**src/rtl/pool_rd_pkg.sv**
```systemverilog
// Shared parameters, state encoding and sizing helpers for the pooling read engine.
package pool_rd_pkg;

    function automatic int unsigned cLog2(input int unsigned value);
        int unsigned r = 0;
        int unsigned v = value - 1;
        while (v > 0) begin
            r++;
            v = v >> 1;
        end
        return (r == 0) ? 1 : r;
    endfunction

    function automatic int unsigned satMax(input int unsigned width);
        return (32'd1 << width) - 32'd1;
    endfunction

    localparam int unsigned DATA_WIDTH_DEF    = 8;
    localparam int unsigned LENPSUM_DEF       = 16;
    localparam int unsigned CHANNEL_DEPTH_DEF = 32;
    localparam int unsigned PSUM_WIDTH_DEF    = DATA_WIDTH_DEF * 2 + cLog2(CHANNEL_DEPTH_DEF) + 2;
    localparam int unsigned PAIR_W_DEF        = cLog2(LENPSUM_DEF / 2);
    localparam int unsigned SAT_MAX_DEF       = satMax(DATA_WIDTH_DEF);

    typedef enum logic [2:0] {
        IDLE = 3'd0,
        RDA  = 3'd1,
        RDB  = 3'd2,
        CAPA = 3'd3,
        CMP  = 3'd4,
        OUT  = 3'd5
    } poolState_e;

endpackage

```
**src/rtl/pool_max4_req.sv**
```systemverilog
// One output element: signed 4-way max, ReLU, arithmetic right shift, unsigned saturation.
module pool_max4_req
    import pool_rd_pkg::*;
#(
    parameter int unsigned PSUM_WIDTH = PSUM_WIDTH_DEF,
    parameter int unsigned DATA_WIDTH = DATA_WIDTH_DEF
) (
    input  logic signed [PSUM_WIDTH-1:0] a0,
    input  logic signed [PSUM_WIDTH-1:0] a1,
    input  logic signed [PSUM_WIDTH-1:0] b0,
    input  logic signed [PSUM_WIDTH-1:0] b1,
    input  logic        [4:0]            shift,
    output logic        [DATA_WIDTH-1:0] res_c
);

    localparam logic [DATA_WIDTH-1:0] SAT = DATA_WIDTH'(satMax(DATA_WIDTH));

    logic signed [PSUM_WIDTH-1:0] maxA;
    logic signed [PSUM_WIDTH-1:0] maxB;
    logic signed [PSUM_WIDTH-1:0] maxAll;
    logic signed [PSUM_WIDTH-1:0] relu;
    logic signed [PSUM_WIDTH-1:0] shifted;

    always_comb begin
        maxA    = (a0 > a1) ? a0 : a1;
        maxB    = (b0 > b1) ? b0 : b1;
        maxAll  = (maxA > maxB) ? maxA : maxB;
        relu    = maxAll[PSUM_WIDTH-1] ? '0 : maxAll;
        shifted = relu >>> shift;
        // relu is non-negative, so any set bit above the output width means overflow
        res_c   = (|shifted[PSUM_WIDTH-1:DATA_WIDTH]) ? SAT : shifted[DATA_WIDTH-1:0];
    end

endmodule

```
**src/rtl/pool_rd.sv**
```systemverilog
// Reads psum word pairs from SRAM, 2x2 max-pools them and hands out requantised rows.
module pool_rd
    import pool_rd_pkg::*;
#(
    parameter int unsigned PSUM_WIDTH = PSUM_WIDTH_DEF,
    parameter int unsigned LENPSUM    = LENPSUM_DEF,
    parameter int unsigned DATA_WIDTH = DATA_WIDTH_DEF
) (
    input  logic                                  clk,
    input  logic                                  rst_n,
    input  logic                                  CTRLPOOL_Start,
    input  logic [4:0]                            CTRLPOOL_Shift,
    output logic                                  POOLCTRL_Busy,
    output logic                                  POOLCTRL_Fnh,
    output logic                                  POOLPEB_EnRd,
    output logic [cLog2(LENPSUM)-1:0]             POOLPEB_AddrRd,
    input  logic [PSUM_WIDTH*LENPSUM-1:0]         PEBPOOL_Dat,
    output logic                                  POOLNXT_RdyDat,
    input  logic                                  NXTPOOL_GetDat,
    output logic [DATA_WIDTH*(LENPSUM/2)-1:0]     POOLNXT_Dat
);

    localparam int unsigned NOUT   = LENPSUM / 2;
    localparam int unsigned ADDR_W = cLog2(LENPSUM);
    localparam int unsigned PAIR_W = cLog2(NOUT);

    poolState_e                     state;
    logic [PAIR_W-1:0]              pairCnt;
    logic [4:0]                     shiftLat;
    logic [PSUM_WIDTH*LENPSUM-1:0]  rowA;
    logic [DATA_WIDTH*NOUT-1:0]     poolRow_c;

    // Row B is consumed straight from the SRAM bus in CMP, row A from its register
    for (genvar j = 0; j < NOUT; j++) begin : gMax
        pool_max4_req #(
            .PSUM_WIDTH(PSUM_WIDTH),
            .DATA_WIDTH(DATA_WIDTH)
        ) uMax (
            .a0    (rowA[(2*j)*PSUM_WIDTH +: PSUM_WIDTH]),
            .a1    (rowA[(2*j+1)*PSUM_WIDTH +: PSUM_WIDTH]),
            .b0    (PEBPOOL_Dat[(2*j)*PSUM_WIDTH +: PSUM_WIDTH]),
            .b1    (PEBPOOL_Dat[(2*j+1)*PSUM_WIDTH +: PSUM_WIDTH]),
            .shift (shiftLat),
            .res_c (poolRow_c[j*DATA_WIDTH +: DATA_WIDTH])
        );
    end

    always_ff @(posedge clk) begin
        if (!rst_n) begin
            state          <= IDLE;
            pairCnt        <= '0;
            shiftLat       <= '0;
            rowA           <= '0;
            POOLNXT_Dat    <= '0;
            POOLNXT_RdyDat <= 1'b0;
            POOLPEB_EnRd   <= 1'b0;
            POOLPEB_AddrRd <= '0;
            POOLCTRL_Busy  <= 1'b0;
            POOLCTRL_Fnh   <= 1'b0;
        end else begin
            POOLPEB_EnRd <= 1'b0;
            POOLCTRL_Fnh <= 1'b0;
            case (state)
                IDLE: begin
                    if (CTRLPOOL_Start) begin
                        shiftLat      <= CTRLPOOL_Shift;
                        pairCnt       <= '0;
                        POOLCTRL_Busy <= 1'b1;
                        state         <= RDA;
                    end
                end
                RDA: begin
                    POOLPEB_EnRd   <= 1'b1;
                    POOLPEB_AddrRd <= ADDR_W'({pairCnt, 1'b0});
                    state          <= RDB;
                end
                RDB: begin
                    POOLPEB_EnRd   <= 1'b1;
                    POOLPEB_AddrRd <= ADDR_W'({pairCnt, 1'b1});
                    state          <= CAPA;
                end
                CAPA: begin
                    rowA  <= PEBPOOL_Dat;
                    state <= CMP;
                end
                CMP: begin
                    POOLNXT_Dat    <= poolRow_c;
                    POOLNXT_RdyDat <= 1'b1;
                    state          <= OUT;
                end
                OUT: begin
                    if (NXTPOOL_GetDat) begin
                        POOLNXT_RdyDat <= 1'b0;
                        if (pairCnt == PAIR_W'(NOUT - 1)) begin
                            POOLCTRL_Fnh  <= 1'b1;
                            POOLCTRL_Busy <= 1'b0;
                            state         <= IDLE;
                        end else begin
                            pairCnt <= pairCnt + PAIR_W'(1);
                            state   <= RDA;
                        end
                    end
                end
                default: begin
                    POOLCTRL_Busy <= 1'b0;
                    state         <= IDLE;
                end
            endcase
        end
    end

endmodule

```
**config.mk**
```make
export PLATFORM = sky130hd
export DESIGN_NAME = pool_rd
export DESIGN_NICKNAME = d
export VERILOG_FILES = /design/src/rtl/pool_rd_pkg.sv /design/src/rtl/pool_max4_req.sv /design/src/rtl/pool_rd.sv
export SDC_FILE = /design/constraint.sdc
export NUM_CORES = 2
export LEC_CHECK = 0
export CAP_MARGIN = 40
export CORE_MARGIN = 4
export CORE_UTILIZATION = 30
export CTS_CLUSTER_SIZE = 16
export DETAILED_ROUTE_END_ITERATION = 8
export PLACE_DENSITY_LB_ADDON = 0.1
export SLEW_MARGIN = 20
export SYNTH_ARGS = -nofsm -noshare
export SYNTH_HDL_FRONTEND = slang
export SYNTH_SLANG_ARGS = --single-unit
export TNS_END_PERCENT = 50
```
**constraint.sdc**
```tcl
create_clock -name clk -period 9.3 [get_ports clk]
set_clock_uncertainty 0.05 [all_clocks]
set_input_delay 0.93 -clock clk [delete_from_list [all_inputs] [get_ports clk]]
set_output_delay 0.93 -clock clk [all_outputs]
set_load 0.005 [all_outputs]
```
# Yosys cells after proc, flatten, opt, wreduce, memory -nomap -nowiden
# Cells that the tools add are included.
[word_totals] word_cells=131 ff_bits=451 in_bits=377
[classes] mux=57 n_addsub=1 bitwise=1 n_reduce_logical=20 shift=8 magnitude_cmp=24 n_eq_ne=10
[ops] op="$gt 23x23->1" n=24
[ops] op="$mux 23" n=24
[ops] op="$sshr 23x5->23" n=8
[ops] op="$mux 22" n=8
[ops] op="$reduce_or 15->1" n=8
[ops] op="$mux 8" n=8
[ops] op="$pmux 3 s6" n=1
[ops] op="$mux 3" n=5
[ops] op="$eq 3x3->1 const B" n=3
[ops] op="$ne 2x2->1 const B" n=4
[ops] op="$pmux 4 s2" n=1
[ops] op="$reduce_and 4->1" n=2
[ops] op="$mux 1" n=7
[ops] op="$eq 3x2->1 const B" n=2
[ops] op="$pmux 3 s2" n=1
[ops] op="$reduce_and 2->1" n=3
[ops] op="$reduce_bool 2->1" n=3
[ops] op="$reduce_or 4->1" n=1
[ops] op="$add 3x1->3 const B" n=1
[ops] op="$eq 3x1->1 const B" n=1
[ops] op="$logic_not 3->1" n=1
[ops] op="$pmux 1 s3" n=1
[ops] op="$reduce_and 3->1" n=1
[ops] op="$pmux 1 s2" n=1
[ops] op="other kinds (2)" n=2

# Longest topological paths before layout
[depth] depth_word=8 mapped_depth=37 ltp_nobuf=28

# Modules after synthesis
# Synthesis repeated with hierarchy kept, for this count alone.
[hier_totals] cells_unflattened=6551 hier_area_um2=50224.4
[modules_own_cells] mod="pool_max4_req (gMax[0].uMax ...)" area_per_inst_um2=4081.4 seq_area_each_um2=0.0 instances=6 cells_per_inst=562
[modules_own_cells] mod="pool_rd" area_per_inst_um2=16772.3 seq_area_each_um2=9028.7 instances=1 cells_per_inst=1955
[modules_own_cells] mod="pool_max4_req (gMax[6].uMax ...)" area_per_inst_um2=4481.8 seq_area_each_um2=0.0 instances=2 cells_per_inst=612

# Worst setup path before layout
# No wires, ideal clock.
[synth_timing] path_type="input-to-reg" from="input port PEBPOOL_Dat[137]" to="register POOLNXT_Dat[23]" t_arrival_ns=7.743 path_stages=30 required_time_ns=9.128 n_path_buf=5 slack_ns=1.385 path_cell_list="clkinv_1 ha_1 nand4_1 inv_1 a221o_1 o31a_1 o21ai_1 clkbuf_1 buf_2 buf_1 buf_1 mux2i_1 ha_1 nor2b_1 o211ai_1 a211oi_1 o21a_1 and3_1 a211oi_1 o21ai_0 nand4_1 buf_6 mux2_2 mux2i_1 mux4_2 o311ai_0 or2_2 nor4_1 nor2_1 o311a_1"
[synth_between] elab_chain_len=8
[synth_rtl] element="start, declared" line_no="pool_rd.sv:17" rtl="input logic [PSUM_WIDTH*LENPSUM-1:0] PEBPOOL_Dat,"
[synth_rtl] element="$gt 23x23->1" line_no="pool_max4_req.sv:26" rtl="maxB = (b0 > b1) ? b0 : b1;"
[synth_rtl] element="$mux 23 *" line_no="pool_max4_req.sv:26"
[synth_rtl] element="$gt 23x23->1" line_no="pool_max4_req.sv:27" rtl="maxAll = (maxA > maxB) ? maxA : maxB;"
[synth_rtl] element="$mux 23 *" line_no="pool_max4_req.sv:27"
[synth_rtl] element="$mux 22 *" line_no="pool_max4_req.sv:28" rtl="relu = maxAll[PSUM_WIDTH-1] ? '0 : maxAll;"
[synth_rtl] element="$sshr 23x5->23 *" line_no="pool_max4_req.sv:29" rtl="shifted = relu >>> shift;"
[synth_rtl] element="$reduce_or 15->1" line_no="pool_max4_req.sv:31" rtl="res_c = (|shifted[PSUM_WIDTH-1:DATA_WIDTH]) ? SAT : shifted[DATA_WIDTH-1:0];"
[synth_rtl] element="$mux 8 *" line_no="pool_max4_req.sv:31"
[synth_rtl] element="end signal, assigned" line_no="pool_rd.sv:87" rtl="POOLNXT_Dat <= poolRow_c;"
[synth_rtl] element="end, declared" line_no="pool_rd.sv:20" rtl="output logic [DATA_WIDTH*(LENPSUM/2)-1:0] POOLNXT_Dat"
# Mark *: on every way between the ends. The rest lies on a longest branch, timed or not.
# A chain may end at the register's enable or synchronous reset.

# Worst setup path after layout
[layout_timing] from="input port PEBPOOL_Dat[137]" to="register POOLNXT_Dat[19]"
# The elaborated chain is that of the path after synthesis.

==> key figures <==
Synth
  • Fraction of registers with async set/reset: 0%
  • Synth unique cells: ~110
  • Post-Syn Instances: about 6500
  • Number of enable flip-flop cells after synthesis: 0
  • Area share of the largest cell type after synthesis: a little under a fifth
  • Top cells by instance count after synthesis: nand2_1 (1127), ha_1 (546), inv_1 (501)
  • Top post-synthesis cells by area: dfxtp_1 (19%), ha_1 (14%), nand2_1 (8.8%), mux2i_1 (7.9%), a21boi_0 (5.5%)
  • Syn. warnings: 0
  • Syn_nets: about 7400
  • Area leader, netlist: dfxtp_1
  • Primary FF master, synth: dfxtp_1
  • Mean Syn Cell Area: between 7 and 8 um2
  • Synthesized cell area: a little under 0.05 mm2
  • Most frequent cell after synthesis: nand2_1
  • Seq/Total Area, Yosys: roughly a fifth
  • Synth Register Bits: 451

Setup path
  • Worst Path Max Fanout: 36
  • Crit path DAT: ~9.3 ns
  • WP data required: between 9 and 10 ns
  • Setup CP Type: in -> reg
  • CP endpoint kind: flip-flop
  • Startpoint types: primary input

Run status
  • Status: complete, no violations

Floorplan
  • Die Span Y: approximately 410 um
  • Io pins: around 450
  • Die ar.: between 0.15 and 0.2 mm2
  • Die width: around 400 um
  • CORE AREA: 0.159 mm2
  • Row count: 146
  • Initial Util: between 30% and 40%

Cells and area
  • Nets: 7635
  • Fill cell count: 16800
  • Fin util: a little over a third
  • Area Growth Syn to Fin: 18.7%
  • Share of layout cells above drive strength 1: about 8.0%

Placement
  • GP Congestion: a little under 0.9
  • Hpwl dp: roughly 150 mm
  • Pre-CTS setup slack: -0.308 ns
  • Port bufs: between 400 and 500

Global routing
  • Global-route usage over all layers: 22.2%
  • Vias in the first global route: 46300
  • Global-route wire length before repair: 291 mm
  • Largest net degree at the start of global routing: 168
  • Number of antenna violations at the first check in global routing: 6
  • GRT overflow: 0

Route
  • Met2 Routed Length: 88.0 mm
  • Initial drt markers: between 3000 and 4000
  • Drt wl/cell: 22.0 um
  • Met1 WL: about 89 mm
  • Post-DRT Antenna Nets: 0
  • Met3 Wirelength: between 10 and 15 mm
  • Vias per inst: ~5.4
  • Top Layer Used: met5
  • Post-Route WL: slightly below 200 mm
  • TritonRoute pass-1 iters: 6
  • Vias: approximately 48000
  • DRC viols: 0

Power and ir drop
  • P per Cell Area: around 160 mW/mm2
  • Cell leakage power: approximately 0.024 uW
  • Max rail drop VDD: ~150 uV

CTS
  • Clock root buffer: clkbuf_16
  • Post-CTS Hold Buffers: 0
  • H-Tree Level Count: 2
  • CTS buffer count: 61
  • Post-CTS sizing: 0
  • Post-CTS Setup Inserts: 0
  • Clk_lat worst skew: about 0.69 ns
  • Clock Pin Slew Worst Setup and Hold Paths: 0.06 ns
  • Sink Count: between 400 and 500
  • TritonCTS clock tree: yes
  • CTS max path bufs: 3

Flow run
  • MaxCap Viol Count: 0

STA
  • Final worst-path cycle share: approximately 95%
  • Final Hold Viols: 0
  • Final min period: between 8 and 9 ns
  • Final worst slack: 0.505 ns
  • Max Slew Vio Count: 0
  • Slew Limit Headroom: a little over a quarter
  • RSZ-0062 raised after global routing: no
  • Peak Freq: about 110 MHz
  • Least-Margin Pin Slew: 1.09 ns
  • Setup violators final: 0

Hold path
  • Worst hold-check path type: reg -> reg
-- metrics by stage --
step                      cells  area (um2)  hold slack (ns)  total power [uW]  setup TNS (ns)
final                      8835       57200            0.405              9120               0
after global routing       8833       57200            0.423              9690               0
after CTS                  8827       57100            0.411              9200               0
after detailed placement   8716       55000            0.397              6530           -2.15
after global placement     8699       54700            0.391              6490           -3.93
after floorplan            6468       48200            0.385              5120               0
-- final cells by class --
type                            count  area [um2]  area share, %
Sequential cell                   451        9040           15.8
Inverter                          508        1920           3.36
Tap cell                         2072        2590           4.53
Antenna cell                        3        7.51         0.0131
Multi-Input combinational cell   5122       35800           62.6
Clock buffer                       89        1820           3.19
Timing Repair Buffer              568        5640           9.86
Clock inverter                     22         350          0.612
-- critical path, cell delays in order --
cell             delay (ns)
clkdlybuf4s50_1        0.57
clkinv_1               0.28
ha_1                   0.48
nand4_1                0.26
nor4_1                 0.46
buf_1                  0.20
o31a_1                 0.30
nor4_1                 0.17
o21ai_4                0.50
mux2i_1                0.39
ha_1                   0.32
a2111oi_0              0.44
a211oi_1               0.20
o21a_1                 0.23
and3_1                 0.17
a211oi_1               0.26
o21ai_0                0.14
nand4_1                0.12
buf_4                  0.41
mux2i_1                0.13
mux2i_1                0.57
mux4_2                 0.41
o311ai_0               0.12
or2_2                  0.31
o221a_2                0.24
a211oi_2               0.47
a31oi_1                0.15
-- logic make-up after synthesis --
logic type / after synthesis / share of synthesized area (%)
AND/OR/NAND/NOR: 2187 / 20.3
AO/OA/AOI/OAI: 1778 / 24.8
buffers and inverters: 896 / 7.20
multiplexers: 606 / 14.7
adder cells (fa/ha/maj): 546 / 14.2
flip-flops: 451 / 18.7
XOR/XNOR: 4 / 0.0727
-- flip-flops by register name, summed over array words and instances, names as in the netlist --
register and cells:
rowA 368, POOLNXT_Dat 64, shiftLat 5, POOLPEB_AddrRd 4
pairCnt 3, state 3, POOLCTRL_Busy 1, POOLCTRL_Fnh 1
POOLNXT_RdyDat 1, POOLPEB_EnRd 1
-- path summary, 6_finish.rpt --
path,depth (start not counted),slack (ns),startpoint,endpoint
max,27,0.51,PEBPOOL_Dat[137],POOLNXT_Dat[19]$_SDFFE_PN0P_
min,1,0.41,POOLNXT_Dat[55]$_SDFFE_PN0P_,POOLNXT_Dat[55]$_SDFFE_PN0P_
max reg2reg,25,1.21,rowA[183]$_SDFFE_PN0P_,POOLNXT_Dat[27]$_SDFFE_PN0P_
min reg2reg,1,0.41,POOLNXT_Dat[55]$_SDFFE_PN0P_,POOLNXT_Dat[55]$_SDFFE_PN0P_
-- power by group --
| group | switching [uW] | internal, uW | leakage (uW) |
|---|---|---|---|
| Combinational | 2700 | 1720 | 0.0193 |
| Clock | 1010 | 1590 | 0.00106 |
| Sequential | 93.4 | 2000 | 0.00365 |
| Total | 3810 | 5310 | 0.0240 |
-- cells in the final DEF, fill, tap and decap left out, types with 81 or more instances in the layout --
cell type	synthesis	final
a211oi_1	81	81
a21boi_0	352	352
a21o_1	114	113
a21oi_1	397	397
buf_4	9	97
clkdlybuf4s50_1	0	447
dfxtp_1	451	446
ha_1	546	546
inv_1	501	499
mux2_2	159	159
mux2i_1	380	378
nand2_1	1127	1127
nand3_1	133	132
nand4_1	111	111
nor2_1	424	420
o21ai_0	311	310
-- layer usage --
metal  vias to the layer above  global-route usage, %
met5                         -                      0
met4                         4                   5.78
met3                       221                   5.16
met2                      1154                   36.4
met1                     22600                   29.3
li1                      23700                      -
Power figures use the tool's default switching activity.
